$ cat src/rtl/inst_fetch_if.sv
// Fetch-stage bus: memory request/response plus downstream inst handshake.
// master = fetch stage, slave = memory / decode / execute side.
interface inst_fetch_if #(
  parameter int XLEN = 64
);
  logic            mem_req_valid;
  logic            mem_req_ready;
  logic [XLEN-1:0] mem_req_addr;
  logic            mem_rsp_valid;
  logic [31:0]     mem_rsp_data;
  logic            inst_valid;
  logic            inst_ready;
  logic [31:0]     inst;
  logic [XLEN-1:0] inst_pc;
  logic            redirect_valid;
  logic [XLEN-1:0] redirect_pc;

  modport master (
    output mem_req_valid,
    output mem_req_addr,
    input  mem_req_ready,
    input  mem_rsp_valid,
    input  mem_rsp_data,
    output inst_valid,
    output inst,
    output inst_pc,
    input  inst_ready,
    input  redirect_valid,
    input  redirect_pc
  );

  modport slave (
    input  mem_req_valid,
    input  mem_req_addr,
    output mem_req_ready,
    output mem_rsp_valid,
    output mem_rsp_data,
    input  inst_valid,
    input  inst,
    input  inst_pc,
    output inst_ready,
    output redirect_valid,
    output redirect_pc
  );
endinterface

$ cat src/rtl/inst_fetch.sv
// Instruction fetch stage: one outstanding word request, redirect aware.
// Optional perf counters enabled with INST_FETCH_PERF_EN.
module inst_fetch #(
  parameter int              XLEN     = 64,
  parameter logic [XLEN-1:0] RESET_PC = 'h8000_0000
) (
  input  logic         clk,
  input  logic         rst_n,
  inst_fetch_if.master bus
`ifdef INST_FETCH_PERF_EN
  , output logic [63:0] perf_fetch_cnt
  , output logic [63:0] perf_stall_cnt
`endif
);

  localparam logic [1:0] IDLE = 2'd0;
  localparam logic [1:0] REQ  = 2'd1;
  localparam logic [1:0] WAIT = 2'd2;
  localparam logic [1:0] HOLD = 2'd3;

  logic [1:0]      state_q;
  logic [1:0]      state_d;
  logic            drop_q;
  logic            drop_d;
  logic [XLEN-1:0] pc_q;
  logic [XLEN-1:0] pc_d;
  logic [XLEN-1:0] req_addr_q;
  logic [31:0]     inst_q;
  logic [XLEN-1:0] inst_pc_q;
  logic [XLEN-1:0] redir_pc;
  logic            hs_inst;
  logic            unused_lo;

  assign redir_pc  = {bus.redirect_pc[XLEN-1:2], 2'b00};
  assign unused_lo = ^bus.redirect_pc[1:0];
  assign hs_inst   = (state_q == HOLD) && bus.inst_ready;

  always_comb begin
    pc_d = pc_q;
    if (bus.redirect_valid)
      pc_d = redir_pc;
    else if (hs_inst)
      pc_d = pc_q + XLEN'(4);
  end

  always_comb begin
    state_d = state_q;
    drop_d  = drop_q;
    unique case (state_q)
      IDLE: state_d = REQ;
      REQ: begin
        if (bus.mem_req_ready)
          state_d = WAIT;
        if (bus.redirect_valid)
          drop_d = 1'b1;
      end
      WAIT: begin
        if (bus.mem_rsp_valid) begin
          // Stale response: the one outstanding request is now retired
          if (drop_q || bus.redirect_valid) begin
            state_d = REQ;
            drop_d  = 1'b0;
          end else begin
            state_d = HOLD;
          end
        end else if (bus.redirect_valid) begin
          drop_d = 1'b1;
        end
      end
      HOLD: begin
        if (bus.inst_ready || bus.redirect_valid)
          state_d = REQ;
      end
      default: state_d = IDLE;
    endcase
  end

  always_ff @(posedge clk or negedge rst_n) begin
    if (!rst_n) begin
      state_q    <= IDLE;
      drop_q     <= 1'b0;
      pc_q       <= RESET_PC;
      req_addr_q <= '0;
      inst_q     <= '0;
      inst_pc_q  <= '0;
    end else begin
      state_q <= state_d;
      drop_q  <= drop_d;
      pc_q    <= pc_d;
      if (state_d == REQ && state_q != REQ)
        req_addr_q <= pc_d;
      if (state_q == WAIT && state_d == HOLD) begin
        inst_q    <= bus.mem_rsp_data;
        inst_pc_q <= req_addr_q;
      end
    end
  end

  assign bus.mem_req_valid = (state_q == REQ);
  assign bus.mem_req_addr  = req_addr_q;
  assign bus.inst_valid    = (state_q == HOLD);
  assign bus.inst          = inst_q;
  assign bus.inst_pc       = inst_pc_q;

`ifdef INST_FETCH_PERF_EN
  always_ff @(posedge clk or negedge rst_n) begin
    if (!rst_n) begin
      perf_fetch_cnt <= '0;
      perf_stall_cnt <= '0;
    end else begin
      if (hs_inst)
        perf_fetch_cnt <= perf_fetch_cnt + 64'd1;
      if (state_q == REQ || state_q == WAIT)
        perf_stall_cnt <= perf_stall_cnt + 64'd1;
    end
  end
`endif

endmodule

$ cat src/flat_wrapper.sv
// flat-port wrapper written by rule: the top's interface ports become plain ports
module inst_fetch_flat 
#(
  parameter int              XLEN     = 64,
  parameter logic [XLEN-1:0] RESET_PC = 'h8000_0000
)
  (clk, rst_n, bus_mem_req_valid, bus_mem_req_addr, bus_mem_req_ready, bus_mem_rsp_valid, bus_mem_rsp_data, bus_inst_valid, bus_inst, bus_inst_pc, bus_inst_ready, bus_redirect_valid, bus_redirect_pc);
  inst_fetch_if #(.XLEN(XLEN)) bus_i ();
  input  logic clk;
  input  logic rst_n;
  output wire logic [$bits(bus_i.mem_req_valid)-1:0] bus_mem_req_valid;
  output wire logic [$bits(bus_i.mem_req_addr)-1:0] bus_mem_req_addr;
  input wire logic [$bits(bus_i.mem_req_ready)-1:0] bus_mem_req_ready;
  input wire logic [$bits(bus_i.mem_rsp_valid)-1:0] bus_mem_rsp_valid;
  input wire logic [$bits(bus_i.mem_rsp_data)-1:0] bus_mem_rsp_data;
  output wire logic [$bits(bus_i.inst_valid)-1:0] bus_inst_valid;
  output wire logic [$bits(bus_i.inst)-1:0] bus_inst;
  output wire logic [$bits(bus_i.inst_pc)-1:0] bus_inst_pc;
  input wire logic [$bits(bus_i.inst_ready)-1:0] bus_inst_ready;
  input wire logic [$bits(bus_i.redirect_valid)-1:0] bus_redirect_valid;
  input wire logic [$bits(bus_i.redirect_pc)-1:0] bus_redirect_pc;
  assign bus_mem_req_valid = bus_i.mem_req_valid;
  assign bus_mem_req_addr = bus_i.mem_req_addr;
  assign bus_i.mem_req_ready = bus_mem_req_ready;
  assign bus_i.mem_rsp_valid = bus_mem_rsp_valid;
  assign bus_i.mem_rsp_data = bus_mem_rsp_data;
  assign bus_inst_valid = bus_i.inst_valid;
  assign bus_inst = bus_i.inst;
  assign bus_inst_pc = bus_i.inst_pc;
  assign bus_i.inst_ready = bus_inst_ready;
  assign bus_i.redirect_valid = bus_redirect_valid;
  assign bus_i.redirect_pc = bus_redirect_pc;
  inst_fetch #(.XLEN(XLEN), .RESET_PC(RESET_PC)) u_core (.clk(clk), .rst_n(rst_n), .bus(bus_i));
endmodule
$ cat config.mk
export PLATFORM = sky130hd
export DESIGN_NAME = inst_fetch_flat
export DESIGN_NICKNAME = d
export VERILOG_FILES = /design/src/rtl/inst_fetch_if.sv /design/src/rtl/inst_fetch.sv /design/src/flat_wrapper.sv
export SDC_FILE = /design/constraint.sdc
export NUM_CORES = 1
export LEC_CHECK = 0
export BUFFER_PORTS_ARGS = -buffer_cell sky130_fd_sc_hd__buf_2
export CAP_MARGIN = 20
export CORE_ASPECT_RATIO = 0.9
export CORE_MARGIN = 5
export CORE_UTILIZATION = 35
export CTS_CLUSTER_DIAMETER = 30
export DETAILED_ROUTE_END_ITERATION = 10
export RECOVER_POWER = 50
export SETUP_SLACK_MARGIN = 0.4
export SLEW_MARGIN = 20
export SYNTH_ARGS = -nofsm -noshare
export SYNTH_HDL_FRONTEND = slang
export SYNTH_SLANG_ARGS = --single-unit
$ cat constraint.sdc
create_clock -name clk -period 2.4 [get_ports clk]
set_clock_uncertainty 0.1 [all_clocks]
set_input_delay 0.24 -clock clk [delete_from_list [all_inputs] [get_ports clk]]
set_output_delay 0.24 -clock clk [all_outputs]
set_load 0.03 [all_outputs]
* After elaboration in Yosys (flattened, before gate mapping)
Index checks and enable logic that the tools add are counted.
Widths: inputs -> output; s select.
** Word-level totals
- Output and inout port bits :: 162
- Input bits :: 102
- Register bits after elaboration :: 227
- Word-level logic and storage cells :: 33
** Cells by class
- Eq/ne operators :: 7
- $add $sub $neg :: 1
- Reductions and logical operators :: 8
- Mux-type cells :: 11
** Operator list (count)
- $mux 64 :: 2
- $add 64x3->64 const B :: 1
- $mux 2 :: 4
- $pmux 2 s4 :: 1
- $eq 2x2->1 const B :: 3
- $eq 2x1->1 const B :: 2
- $logic_and 1x1->1 :: 3
- $mux 1 :: 3
- $ne 3x2->1 const B :: 1
- $logic_not 2->1 :: 1
- $logic_or 1x1->1 :: 2
- $ne 2x1->1 const B :: 1
- $pmux 1 s2 :: 1
- $reduce_and 2->1 :: 1
- $reduce_bool 2->1 :: 1

* Depth between registers and ports, before layout
Gate-level depths: netlist of the first run.
- Word-level depth :: 6
- Depth in mapped cells :: 11
- Gate-level depth less buffers :: 8

* Worst setup path before layout of the first run
No wires, ideal clock.
- Kind :: flip-flop to flip-flop
- From :: register u_core.state_q[1]
- To :: register u_core.req_addr_q[57] (netlist: u_core.bus.mem_req_addr[57])
- Cell stages (with the launch flop) :: 9
- Required time :: 2208 ps
- Buffers on the path :: 1
- Clock period less this slack :: 2760 ps
- Library setup time :: 92 ps
- Arrival time :: 2568 ps
- Path slack :: -360 ps
- Cells stage by stage :: dfrtp_1 -> ha_1 -> nand3_2 -> nor3_4 -> nand4_1 -> buf_2 -> or4_1 -> and3_1 -> o31ai_2
** Between the ends
- Longest elaborated chain between the ends :: 4
- Elaborated cells on any way between the ends :: 14
- Those cells by class :: 5 x eq/ne; 6 x mux; 3 x reduce/logical
** RTL lines
- start: declaration :: line inst_fetch.sv:21 : logic [1:0] state_q;
- start signal: assignment :: line inst_fetch.sv:87 : state_q <= state_d;
- $eq 2x2->1 (*)
- named net bus_inst_valid :: line flat_wrapper.sv:16 : output wire logic [$bits(bus_i.inst_valid)-1:0] bus_inst_valid;
- $pmux 2 s4 or $logic_and 1x1->1 (tied branches) :: line inst_fetch.sv:49, inst_fetch.sv:36
- $eq 2x1->1 or $mux 64 (tied branches) :: line inst_fetch.sv:90, inst_fetch.sv:42
- $logic_and 1x1->1 or $mux 64 (tied branches) :: line inst_fetch.sv:90, inst_fetch.sv:40
- end signal: assignment :: line inst_fetch.sv:91 : req_addr_q <= pc_d;
- end: declaration :: line inst_fetch.sv:27 : logic [XLEN-1:0] req_addr_q;
The timed path passes the listed nets; every way through them passes the cells marked *.
A chain may end at the register's enable or synchronous reset.

* Worst setup path in the final report of the first run
- From :: register u_core.state_q[1]
- To :: register u_core.req_addr_q[38] (netlist: u_core.bus.mem_req_addr[38])
** Between the ends
- Longest elaborated chain between the ends :: 4
- Elaborated cells on any way between the ends :: 14
- Those cells by class :: 5 x eq/ne; 6 x mux; 3 x reduce/logical
** RTL lines
- $eq 2x2->1, or another cell as far along :: line inst_fetch.sv:49 : unique case (state_q)
- $pmux 2 s4 (*) :: line inst_fetch.sv:49
- named net u_core.state_d[1] :: line inst_fetch.sv:22 : logic [1:0] state_d;
- $eq 2x1->1 (*) :: line inst_fetch.sv:90 : if (state_d == REQ && state_q != REQ)
- $logic_and 1x1->1 (*) :: line inst_fetch.sv:90
Marks and branches as above.

==> summary.md, run 1 <==
| Metric | Value |
|---|---|
| DRC violation total after the first TritonRoute iteration | 410 |
| Row cnt | 58 |
| DRC violations left | 0 |
| Crit path arrival time | 2890 ps |
| Clock transition at the register clock pins on the worst setup and hold paths after CTS | 50 ps |
| Cell area after technology mapping | 0.00998 mm² |
| Max Buffers Root-to-Sink | 3 |
| Antenna diode count | 0 |
| Power per standard cell area | 1330 mW/mm² |
| Type of origin of the critical path | flip-flop |
| Synth-to-Final Area Change | 68.4% |
| Post-DR vias/cell | 5.02 |
| Commonest cells after routing, fill and taps aside | sky130_fd_sc_hd__buf_2 (260), sky130_fd_sc_hd__dfrtp_1 (223), sky130_fd_sc_hd__dlygate4sd3_1 (96) |
| Cell-by-cell listing of the critical path | buf_12 > ha_4 > and2_4 > a32oi_1 > a31oi_1 > buf_4 > buf_6 > nor3_4 > buf_6 > buf_12 > buf_16 > mux2_4 |
| Start-to-end type of the worst setup path | flip-flop to flip-flop |
| Total overflow reported by the global router | 0 |
| Sequential-to-total area share from yosys stat | 0.569 |
| Sinks on Clock Net | 227 |
| Final critical-path required period | 2560 ps |
| Yosys synthesis warning count | 0 |
| DRT Wirelength | 33.1 mm |
| Total via count after detailed routing | 8781 |
| Wire length of the first global-routing pass | 50.9 mm |
| Maximum number of pins on one net before global-route repair | 70 |
| Total of endpoints with negative setup slack in the final report | 134 |
| Final weighted congestion in routability-driven placement | 0.859 |
| Most area-hungry cell type in the Yosys netlist | sky130_fd_sc_hd__dfrtp_1 |
| Hold crit path type | input port to flip-flop |
| Placed standard-cell area | 0.0123 mm² |
| Number of filler cells placed in the layout | 2274 |
| Pin slew with the least headroom to its limit | 1900 ps |
| Top area cells in the synthesized netlist | sky130_fd_sc_hd__dfrtp_1 (57%), sky130_fd_sc_hd__mux2_2 (16%), sky130_fd_sc_hd__nand2_1 (2.9%), sky130_fd_sc_hd__nor2_1 (2.6%), sky130_fd_sc_hd__xnor2_1 (2.1%) |
| Die extent in x | 188 µm |
| Static leakage power | 8.00 nW |
| Clock insertion delay at the later pin of the skew report | 560 ps |
| Leading register cell type out of synthesis | sky130_fd_sc_hd__dfrtp_1 |
| Delay of the slowest cell on the worst path | 410 ps |
| Area used by multi-input combinational logic | 0.00481 mm² |
| Metal3 WL | 2.40 mm |
| Initial standard-cell utilization of the core | 0.356 |
| Root buffer selected by CTS | sky130_fd_sc_hd__clkbuf_16 |
| FF+latch count, synth | 227 |
| Initial antenna violation count | 2 |
| Portion of synthesized cell area occupied by the leading cell type | 0.567 |
| Number of global-route vias before repair | 9240 |
| Outcome | complete, but fails checks |
| Overall track demand over capacity in global routing | 0.197 |
| Top metal layer carrying routed signals | met5 |
| Number of distinct library cell variants in the gate-level netlist after synthesis | 46 |
| Critical path data required time | 2730 ps |
| Final worst slack | -156 ps |
| Peak ir drop on the vdd network | 0.000810 V |
| Cells after synthesis | 843 |
| Finished Core Util | 0.600 |
| Summed area of non-filler cells in the final layout | 0.0168 mm² |
| Post-synth EDFFs | 0 |
| Average wire length per cell after detail routing | 18.9 µm |
| Max-slew headroom at the worst pin | -0.268 |
| RSZ-0062 raised after global routing | yes |
| DIE HEIGHT | 170 µm |
| H-tree depth | 2 |
| Total CTS buffers | 56 |
| Final slew viol count | 69 |
| Number of detailed-routing iterations run before antenna repair | 4 |
| Most common cell after layout, fill and taps aside | sky130_fd_sc_hd__buf_2 |
| Number of top-level pins | 264 |
| Fraction of layout instances using a drive strength above 1 | 0.519 |
| Routed met1 length | 14.6 mm |
| Synthesized netlist net count | 951 |
| Crit-path slowest cell | sky130_fd_sc_hd__dfrtp_2 |
| Area of the die | 0.0320 mm² |
| Largest fanout on the critical path | 8 |
| CP top delay family | buffers and inverters |
| Detailed Place HPWL | 19.8 mm |
| Crit end category | flip-flop |
| Routed length on met2 | 15.6 mm |
| Fmax | 0.391 GHz |
| Average instance area after synthesis | 11.8 µm² |
| Number of hold violations in the final report | 0 |
| Post-layout net count | 1450 |
| Area of all sequential standard cells | 0.00569 mm² |
| Worst path buffer plus inverter count | 6 |
| Final worst path period share | 1.07 |
| Max-cap violations | 1 |
| Violated checks | max-capacitance violations, max-slew violations, negative setup slack |
| Share of async-settable or async-resettable flops after synthesis | 1.00 |
| TritonCTS clock tree | built |
| Core ar. | 0.0280 mm² |
| Port Buffers | 261 |
| Post-route ant nets | 0 |
==> tightest hold or removal path: stages <==
cell,delay [ps]
sky130_fd_sc_hd__buf_2,150
sky130_fd_sc_hd__nand3_1,90
sky130_fd_sc_hd__xor2_1,140
sky130_fd_sc_hd__o21ai_0,120
==> cell type report <==
class / count / share of cell area
Clock buffer: 66 / 0.0899
Clock inverter: 38 / 0.0241
Inverter: 9 / 0.00216
Multi-Input combinational cell: 565 / 0.286
Sequential cell: 227 / 0.338
Tap cell: 360 / 0.0268
Timing Repair Buffer: 483 / 0.232
==> kinds of logic after synthesis <==
group / after synthesis / synth area share
simple gates: 290 / 0.147
flops: 227 / 0.569
mux: 146 / 0.164
compound gates: 83 / 0.0560
buf+inv: 51 / 0.0207
xor+xnor: 40 / 0.0351
fa+ha+maj: 6 / 0.00752
==> routing by layer <==
metal / GRT usage / vias to the layer above
met5: 0 / -
met4: 0.0498 / 4
met3: 0.0595 / 57
met2: 0.323 / 302
met1: 0.257 / 4342
li1: - / 4076
==> synth_stat cells (2+ instances only) <==
library cell and count:
sky130_fd_sc_hd__nor3_4 2, sky130_fd_sc_hd__a21oi_1 7, sky130_fd_sc_hd__and2_1 4, sky130_fd_sc_hd__o31ai_1 21, sky130_fd_sc_hd__and3_1 16, sky130_fd_sc_hd__ha_1 6
sky130_fd_sc_hd__inv_1 9, sky130_fd_sc_hd__a221o_1 3, sky130_fd_sc_hd__o21ai_0 27, sky130_fd_sc_hd__nor3_1 19, sky130_fd_sc_hd__xor2_1 16, sky130_fd_sc_hd__dfrtp_1 226
sky130_fd_sc_hd__o21a_1 4, sky130_fd_sc_hd__nor4_1 8, sky130_fd_sc_hd__and4_1 5, sky130_fd_sc_hd__mux2_2 144, sky130_fd_sc_hd__a31oi_1 4, sky130_fd_sc_hd__o311a_1 3
sky130_fd_sc_hd__nor2b_1 3, sky130_fd_sc_hd__mux2i_1 2, sky130_fd_sc_hd__o211ai_1 6, sky130_fd_sc_hd__nor2_1 70, sky130_fd_sc_hd__buf_2 12, sky130_fd_sc_hd__nand3_1 28
sky130_fd_sc_hd__nor3b_1 3, sky130_fd_sc_hd__clkbuf_1 25, sky130_fd_sc_hd__nand4_1 33, sky130_fd_sc_hd__nand2_1 78, sky130_fd_sc_hd__buf_1 5, sky130_fd_sc_hd__or3_1 6
sky130_fd_sc_hd__o31a_1 3, sky130_fd_sc_hd__or4_1 8, sky130_fd_sc_hd__xnor2_1 24
==> sequential cells by signal, indices dropped and copies added, names as in the netlist <==
| name | cells |
|---|---|
| u_core.state_q | 2 |
| u_core.bus.inst | 32 |
| u_core.pc_q | 64 |
| u_core.drop_q | 1 |
| u_core.bus.mem_req_addr | 64 |
| u_core.bus.inst_pc | 64 |
==> power breakdown <==
| group | internal (W) | switching (W) |
|---|---|---|
| Combinational | 0.00396 | 0.00489 |
| Sequential | 0.00513 | 0.000905 |
| Clock | 0.00504 | 0.00243 |
| Total | 0.0141 | 0.00822 |
==> per-stage QoR <==
stage          power [W]  setup TNS [ps]  hold slack [ps]  cells  worst slack [ps]
2_1_floorplan     0.0107               0             -156    843              83.9
3_3_place_gp      0.0129           -3120              151   1487             -50.2
3_5_place_dp      0.0130           -5550              157   1487             -87.2
4_1_cts           0.0220           -5790              128   1723             -95.2
5_1_grt           0.0233          -26930              199   1748              -240
6_report          0.0223          -13450              159   1748              -156
==> final timing paths <==
path,startpoint,cells past startpoint,end,slack (ps)
worst max register to register,u_core.state_q[1]$_DFF_PN0_,12,u_core.bus.mem_req_addr[38]$_DFFE_PN0P_,-160
worst max-delay path,u_core.state_q[1]$_DFF_PN0_,12,u_core.bus.mem_req_addr[38]$_DFFE_PN0P_,-160
max in group asynchronous,rst_n,3,u_core.state_q[0]$_DFF_PN0_,320
worst min register to register,u_core.bus.inst_pc[31]$_DFFE_PN0P_,1,u_core.bus.inst_pc[31]$_DFFE_PN0P_,400
min in group asynchronous,rst_n,2,u_core.bus.mem_req_addr[27]$_DFFE_PN0P_,660
worst min-delay path,bus_inst_ready,4,u_core.pc_q[4]$_DFF_PN0_,160
==> timing repair <==
action	4_1_cts	5_1_grt
pin swaps	11	36
buffers inserted	23	20
gates resized for setup	67	120
hold endpoints to repair	211	0
hold buffers	96	0
endpoints found under the setup margin	197	214
gates cloned	13	5
(Power assumes the default switching activity.)
==> inputs of run 2 (changes only) <==
--- a/config.mk
+++ b/config.mk
@@ -5,6 +5,7 @@
 export SDC_FILE = /design/constraint.sdc
 export NUM_CORES = 1
 export LEC_CHECK = 0
+export ABC_AREA = 0
 export BUFFER_PORTS_ARGS = -buffer_cell sky130_fd_sc_hd__buf_2
 export CAP_MARGIN = 20
 export CORE_ASPECT_RATIO = 0.9
==> constraint.sdc (replaced) <==
create_clock -name clk -period 2.43 [get_ports clk]
set_clock_uncertainty 0.1 [all_clocks]
set_input_delay 0.243 -clock clk [delete_from_list [all_inputs] [get_ports clk]]
set_output_delay 0.243 -clock clk [all_outputs]
set_load 0.03 [all_outputs]
==> run 2 against run 1 <==
The run still ends with max-capacitance violations, max-slew violations, negative setup slack left. Sequential share of layout area down 1.8 points. Fmax grew 0.86%. Register-to-register slack gained 50 ps. Total power increased by 7.1%. First-iteration DRC count increased by 6.3%. Worst setup slack improved by 52 ps. Worst hold slack worse by 64 ps. Combinational power rose by 15%. Cell count increased by 1.2%. Critical path type unchanged. Highest routed layer unchanged.
==> summary.md, run 2 (synthesis gave the netlist of run 1 again) <==
| Metric | Value |
|---|---|
| Clock insertion delay at the later pin of the skew report | 570 ps (about the same) |
| Wire length of the first global-routing pass | 52.7 mm (+3.5%) |
| Metal3 WL | 2.69 mm (+12%) |
| Number of detailed-routing iterations run before antenna repair | 5 (+1) |
| DIE HEIGHT | 170 µm (unchanged) |
| Hold crit path type | input port to flip-flop |
| Root buffer selected by CTS | sky130_fd_sc_hd__clkbuf_16 |
| Total via count after detailed routing | 9042 (+3.0%) |
| Crit end category | flip-flop |
| Total power draw | 0.0239 W (+7.1%) |
| Number of top-level pins | 264 (unchanged) |
| Peak ir drop on the vdd network | 0.000974 V (+20%) |
| Post-layout net count | 1473 (+1.6%) |
| Final slew viol count | 63 (-8.7%) |
| Number of hold violations in the final report | 0 (unchanged) |
| DRT Wirelength | 35.8 mm (+8.0%) |
| DRC violation total after the first TritonRoute iteration | 436 (+6.3%) |
| Violated checks | max-capacitance violations, max-slew violations, negative setup slack |
| Finished Core Util | 0.634 (+0.0342) |
| Die extent in x | 188 µm (unchanged) |
| Port Buffers | 261 (unchanged) |
| Initial standard-cell utilization of the core | 0.356 (unchanged) |
| Total overflow reported by the global router | 0 (unchanged) |
| Max-slew headroom at the worst pin | -0.0445 (+0.223) |
| Start-to-end type of the worst setup path | flip-flop to flip-flop |
| Overall track demand over capacity in global routing | 0.202 (+0.00524) |
| Routed met1 length | 15.3 mm (+4.9%) |
| Detailed Place HPWL | 19.5 mm (-1.5%) |
| Max-cap violations | 1 (unchanged) |
| Sinks on Clock Net | 227 (unchanged) |
| Area of the die | 0.0320 mm² (unchanged) |
| Fmax | 0.395 GHz (+0.86%) |
| Pin slew with the least headroom to its limit | 1570 ps (-335 ps) |
| H-tree depth | 2 (unchanged) |
| Total CTS buffers | 56 (unchanged) |
| Crit path arrival time | 2870 ps (-20 ps) |
| Post-DR vias/cell | 5.11 (+1.7%) |
| Clock transition at the register clock pins on the worst setup and hold paths after CTS | 40 ps (about the same) |
| Hold slack | 94.7 ps (-63.8 ps) |
| Top metal layer carrying routed signals | met5 |
| Total of endpoints with negative setup slack in the final report | 56 (-58%) |
| Commonest cells after routing, fill and taps aside | sky130_fd_sc_hd__buf_2 (241), sky130_fd_sc_hd__dfrtp_1 (223), sky130_fd_sc_hd__dlygate4sd3_1 (97) |
| Static leakage power | 8.36 nW (+4.6%) |
| RSZ-0062 raised after global routing | yes |
| Average wire length per cell after detail routing | 20.2 µm (+6.8%) |
| Core ar. | 0.0280 mm² (unchanged) |
| Final critical-path required period | 2530 ps (-21.8 ps) |
| Initial antenna violation count | 2 (unchanged) |
| Routed length on met2 | 17.1 mm (+9.6%) |
| Final worst path period share | 1.04 (-0.0221) |
| Most common cell after layout, fill and taps aside | sky130_fd_sc_hd__buf_2 |
| Maximum number of pins on one net before global-route repair | 84 (+20%) |
| Synth-to-Final Area Change | 78.0% |
| Max Buffers Root-to-Sink | 3 (unchanged) |
| Number of global-route vias before repair | 9498 (+2.8%) |
| Final worst slack | -105 ps (+51.8 ps) |
| Power per standard cell area | 1350 mW/mm² (+1.3%) |
| Fraction of layout instances using a drive strength above 1 | 0.554 (+0.0356) |
| Largest fanout on the critical path | 7 (-1) |
| Summed area of non-filler cells in the final layout | 0.0178 mm² (+5.7%) |
| Row cnt | 58 (unchanged) |
| Outcome | complete, but fails checks |
| Antenna diode count | 0 (unchanged) |
| Type of origin of the critical path | flip-flop |
| Post-route ant nets | 0 (unchanged) |
| TritonCTS clock tree | built |
| Placed standard-cell area | 0.0122 mm² (-0.81%) |
| Critical path data required time | 2770 ps (+40 ps) |
| Final weighted congestion in routability-driven placement | 0.863 (+0.44%) |
| DRC violations left | 0 (unchanged) |
[run 2: cell types whose count changed in the layout (fill, tap and decap cells not counted), sizes merged, moves of 2 or more]
| cell | previous run | this run |
|---|---|---|
| bufinv | 5 | 8 |
| clkbuf | 73 | 93 |
| clkinv | 22 | 18 |
| clkinvlp | 8 | 6 |
| inv | 12 | 15 |
[run 2: layout make-up]
class | instances | area (µm²)
Multi-Input combinational cell | 566 | 5380
Clock buffer | 64 | 1490
Tap cell | 360 | 450
Timing Repair Buffer | 505 | 4250
Inverter | 9 | 38.8
Sequential cell | 227 | 5690
Fill cell | 2140 | 10200
Clock inverter | 38 | 477
[run 2: power by group]
part | internal (W) | total, W | leakage, nW | switching (W)
Sequential | 0.00506 | 0.00603 | 2.85 | 0.000970
Combinational | 0.00476 | 0.0102 | 4.56 | 0.00545
Clock | 0.00526 | 0.00769 | 0.957 | 0.00243
Total | 0.0151 | 0.0239 | 8.36 | 0.00885
[run 2: per-layer routing]
metal | global-route usage | vias to the layer above
met5 | 0 | -
li1 | - | 4112
met3 | 0.0662 | 70
met1 | 0.265 | 4514
met4 | 0.0491 | 4
met2 | 0.328 | 342
[run 2: worst paths after layout]
check	startpoint	endpoint	slack, ps	cells after the start
max	u_core.state_q[0]$_DFF_PN0_	u_core.bus.inst_pc[10]$_DFFE_PN0P_	-100	13
min	bus_mem_rsp_valid	u_core.state_q[1]$_DFF_PN0_	90	4
max reg2reg	u_core.state_q[0]$_DFF_PN0_	u_core.bus.inst_pc[10]$_DFFE_PN0P_	-100	13
min reg2reg	u_core.bus.inst_pc[27]$_DFFE_PN0P_	u_core.bus.inst_pc[27]$_DFFE_PN0P_	400	1
max in group asynchronous	rst_n	u_core.bus.inst_pc[60]$_DFFE_PN0P_	470	3
min in group asynchronous	rst_n	u_core.pc_q[35]$_DFF_PN0_	600	3
[run 2: critical path, cell delays in order, from the launching register on]
cell and delay [ps]:
sky130_fd_sc_hd__dfrtp_2 430, sky130_fd_sc_hd__buf_6 130, sky130_fd_sc_hd__buf_6 120, sky130_fd_sc_hd__ha_4 170, sky130_fd_sc_hd__nor2b_4 130, sky130_fd_sc_hd__o22ai_2 80
sky130_fd_sc_hd__nor3b_4 200, sky130_fd_sc_hd__inv_1 80, sky130_fd_sc_hd__and3_4 170, sky130_fd_sc_hd__buf_6 120, sky130_fd_sc_hd__buf_12 120, sky130_fd_sc_hd__buf_12 130
sky130_fd_sc_hd__buf_16 140, sky130_fd_sc_hd__mux2_4 300
[run 2: stage by stage]
step / setup slack [ps] / std cells / setup TNS (ps)
detailed placement: -34.8 / 1477 / -969
floorplan: 114 / 843 / 0
finish: -105 / 1769 / -2090
global placement: -7.09 / 1477 / -72.4
CTS: 4.17 / 1740 / 0
global route: -173 / 1769 / -7930
[run 2: what timing repair did]
item                                   4_1_cts  5_1_grt
endpoints found under the hold margin      374        0
buffers inserted                            46       19
setup endpoints to repair                  196      207
pin swaps                                   40       58
gates cloned                                18       10
resized for setup                          145      185
hold buffers                                97        0
==> inputs of run 3 (changes only) <==
--- a/config.mk
+++ b/config.mk
@@ -8,7 +8,6 @@
 export ABC_AREA = 0
 export BUFFER_PORTS_ARGS = -buffer_cell sky130_fd_sc_hd__buf_2
 export CAP_MARGIN = 20
-export CORE_ASPECT_RATIO = 0.9
 export CORE_MARGIN = 5
 export CORE_UTILIZATION = 35
 export CTS_CLUSTER_DIAMETER = 30
==> run 3 against run 2 <==
The flow still finishes with violations (max-capacitance violations, max-slew violations, negative setup slack). Worst setup slack improved by 52 ps. Sequential share of layout area is 0.26 points higher. Via count decreased by 0.75%. First-iteration DRC count fell by 9.2%. Clock-buffer cell count is 4 lower. Worst hold slack improved by 82 ps. Fmax rose by 2.1%. Cell count is the same. Total power shrank 0.47%. Die area about the same. Non-clock buffer count shrank 9. Cell area is 0.70% lower. Critical path type unchanged. Largest power group unchanged.
==> summary.md, run 3 (synthesis gave the netlist of run 1 again) <==
| Metric | Value |
|---|---|
| Delay of the slowest cell on the worst path | 430 ps (about the same) |
| Maximum number of pins on one net before global-route repair | 64 (-24%) |
| Final weighted congestion in routability-driven placement | 0.820 (-5.0%) |
| Power per standard cell area | 1350 mW/mm² (+0.23%) |
| Detailed Place HPWL | 19.3 mm (-0.77%) |
| Core ar. | 0.0280 mm² (about the same) |
| RSZ-0062 raised after global routing | yes |
| DIE HEIGHT | 179 µm (+5.1%) |
| Commonest cells after routing, fill and taps aside | sky130_fd_sc_hd__buf_2 (241), sky130_fd_sc_hd__dfrtp_1 (218), sky130_fd_sc_hd__mux2_4 (143) |
| R2r endpoint | u_core.bus.inst_pc[42]$_DFFE_PN0P_ |
| Port Buffers | 261 (unchanged) |
| Setup TNS | -506 ps (+1590 ps) |
| Number of hold violations in the final report | 0 (unchanged) |
| Total overflow reported by the global router | 0 (unchanged) |
| Initial standard-cell utilization of the core | 0.356 (about the same) |
| DRC violations left | 0 (unchanged) |
| Start-to-end type of the worst setup path | flip-flop to flip-flop |
| Wire length of the first global-routing pass | 52.3 mm (-0.63%) |
| Area of the die | 0.0320 mm² (about the same) |
| Root buffer selected by CTS | sky130_fd_sc_hd__clkbuf_16 |
| Total CTS buffers | 53 (-5.4%) |
| Number of standard cells in the final layout excluding fillers | 1769 (unchanged) |
| Startpoint of the lowest-slack register-to-register path | u_core.state_q[1]$_DFF_PN0_ |
| Critical path data required time | 2750 ps (-20 ps) |
| Total of endpoints with negative setup slack in the final report | 31 (-45%) |
| Row cnt | 61 (+5.2%) |
| Top cell by count, worst path | sky130_fd_sc_hd__buf_12 |
| Pre-CTS WS | -28.4 ps (+6.36 ps) |
| Hold crit path type | input port to flip-flop |
| Synth-to-Final Area Change | 76.7% |
| Clock transition at the register clock pins on the worst setup and hold paths after CTS | 50 ps (about the same) |
| Violated checks | max-capacitance violations, max-slew violations, negative setup slack |
| Crit end category | flip-flop |
| Number of top-level pins | 264 (unchanged) |
| DRC violation total after the first TritonRoute iteration | 396 (-9.2%) |
| Crit path arrival time | 2800 ps (-70 ps) |
| Fraction of layout instances using a drive strength above 1 | 0.543 (-0.0115) |
| Antenna diode count | 0 (unchanged) |
| Register-to-register setup slack | -50 ps (+50 ps) |
| Static leakage power | 8.25 nW (-1.4%) |
| Post-layout net count | 1460 (-0.88%) |
| Hold path startpoint | bus_mem_req_ready |
| Terminating pin of the worst hold path | u_core.state_q[1]$_DFF_PN0_ |
| Post-route ant nets | 0 (unchanged) |
| Overall track demand over capacity in global routing | 0.206 (+0.00372) |
| Crit-path slowest cell | sky130_fd_sc_hd__dfrtp_2 |
| Number of detailed-routing iterations run before antenna repair | 5 (unchanged) |
| Final worst path period share | 1.02 (-0.0212) |
| Most common cell after layout, fill and taps aside | sky130_fd_sc_hd__buf_2 |
| Max-slew headroom at the worst pin | -0.207 (-0.163) |
| Peak ir drop on the vdd network | 0.000812 V (-17%) |
| Type of origin of the critical path | flip-flop |
| Hold slack | 177 ps (+81.9 ps) |
| Initial antenna violation count | 3 (+1) |
| Final critical-path required period | 2480 ps (-51.5 ps) |
| Total via count after detailed routing | 8974 (-0.75%) |
| Post-DR vias/cell | 5.07 (-0.75%) |
| Clock insertion delay at the later pin of the skew report | 550 ps (-20 ps) |
| Outcome | complete, but fails checks |
| Die extent in x | 179 µm (-4.9%) |
| Average wire length per cell after detail routing | 20.1 µm (-0.84%) |
| Fmax | 0.403 GHz (+2.1%) |
| Sinks on Clock Net | 227 (unchanged) |
| DRT Wirelength | 35.5 mm (-0.84%) |
| R2R depth | 11 (-2) |
| Cell-by-cell listing of the critical path | buf_6 > ha_4 > and2_4 > o22ai_2 > nor3b_4 > inv_1 > and3_4 > buf_12 > buf_12 > buf_16 > mux2_4 |
| Max-cap violations | 1 (unchanged) |
| Max Buffers Root-to-Sink | 3 (unchanged) |
| H-tree depth | 2 (unchanged) |
| Cell depth of the worst hold path | 4 (unchanged) |
| Placed instance count | 1496 (+1.3%) |
| Number of filler cells placed in the layout | 2055 (-4.0%) |
| Pin slew with the least headroom to its limit | 1810 ps (+244 ps) |
| Number of global-route vias before repair | 9682 (+1.9%) |
| TritonCTS clock tree | built |
| Final worst slack | -53.1 ps (+51.5 ps) |
| Largest fanout on the critical path | 7 (unchanged) |
| Final slew viol count | 63 (unchanged) |
[run 3: changes by cell type in the layout (fill, tap and decap cells not counted), sizes merged]
cell | before | now
clkbuf | 93 | 91
buf | 379 | 368
clkinv | 18 | 13
inv | 15 | 16
nand2 | 79 | 78
[run 3: final cells by class]
class                      instances  area (µm²)  area share
tap                              378         473      0.0268
inverter                           9        38.8     0.00220
sequential                       227        5690       0.323
clock buffer                      60        1390      0.0789
multi-input combinational        565        5530       0.314
clock inverter                    34         432      0.0245
timing repair buffer             496        4080       0.231
[run 3: worst max-delay path by stage]
stage / depth (start not counted) / start / endpoint
5_1_grt: 12 / u_core.state_q[0]$_DFF_PN0_ / u_core.bus.inst_pc[42]$_DFFE_PN0P_
2_1_floorplan: 8 / u_core.state_q[1]$_DFF_PN0_ / u_core.bus.mem_req_addr[57]$_DFFE_PN0P_
6_report: 11 / u_core.state_q[1]$_DFF_PN0_ / u_core.bus.inst_pc[42]$_DFFE_PN0P_
3_3_place_gp: 8 / u_core.pc_q[2]$_DFF_PN0_ / u_core.bus.mem_req_addr[42]$_DFFE_PN0P_
4_1_cts: 8 / u_core.pc_q[2]$_DFF_PN0_ / u_core.bus.mem_req_addr[62]$_DFFE_PN0P_
3_5_place_dp: 8 / u_core.pc_q[2]$_DFF_PN0_ / u_core.bus.mem_req_addr[42]$_DFFE_PN0P_
[run 3: per-layer routing]
layer  vias to the layer above  routed length [µm]  track usage
li1                       4077                   -            -
met1                      4450               14400        0.256
met2                       360               17500        0.350
met3                        81                2590       0.0506
met4                         6                 892       0.0707
met5                         -                  30            0
[run 3: through the flow]
stage                     total power (W)   util  area, µm²
after global routing               0.0248  0.630      17600
after global placement             0.0126  0.439      12300
after detailed placement           0.0127  0.439      12300
after floorplan                    0.0105      -      10200
after CTS                          0.0227  0.593      16600
final                              0.0238  0.630      17600
[run 3: repair_timing]
item,in CTS,in global routing
resized for setup,199,170
pin swaps,43,56
hold buffers,97,0
endpoints found under the setup margin,195,207
buffers inserted,42,15
gates cloned,14,11
hold endpoints to repair,205,0
[run 3: critical path, delay by kind of cell (launching register included)]
family	cells	cell delay (ps)
adder cells (fa/ha/maj)	1	160
flip-flops	1	430
AND/OR/NAND/NOR	3	570
multiplexers	1	300
AO/OA/AOI/OAI	1	140
buffers and inverters	5	670
[run 3: report_power, final]
part           switching, W  internal, W
logic               0.00550      0.00495
clock network       0.00229      0.00496
registers           0.00105      0.00506
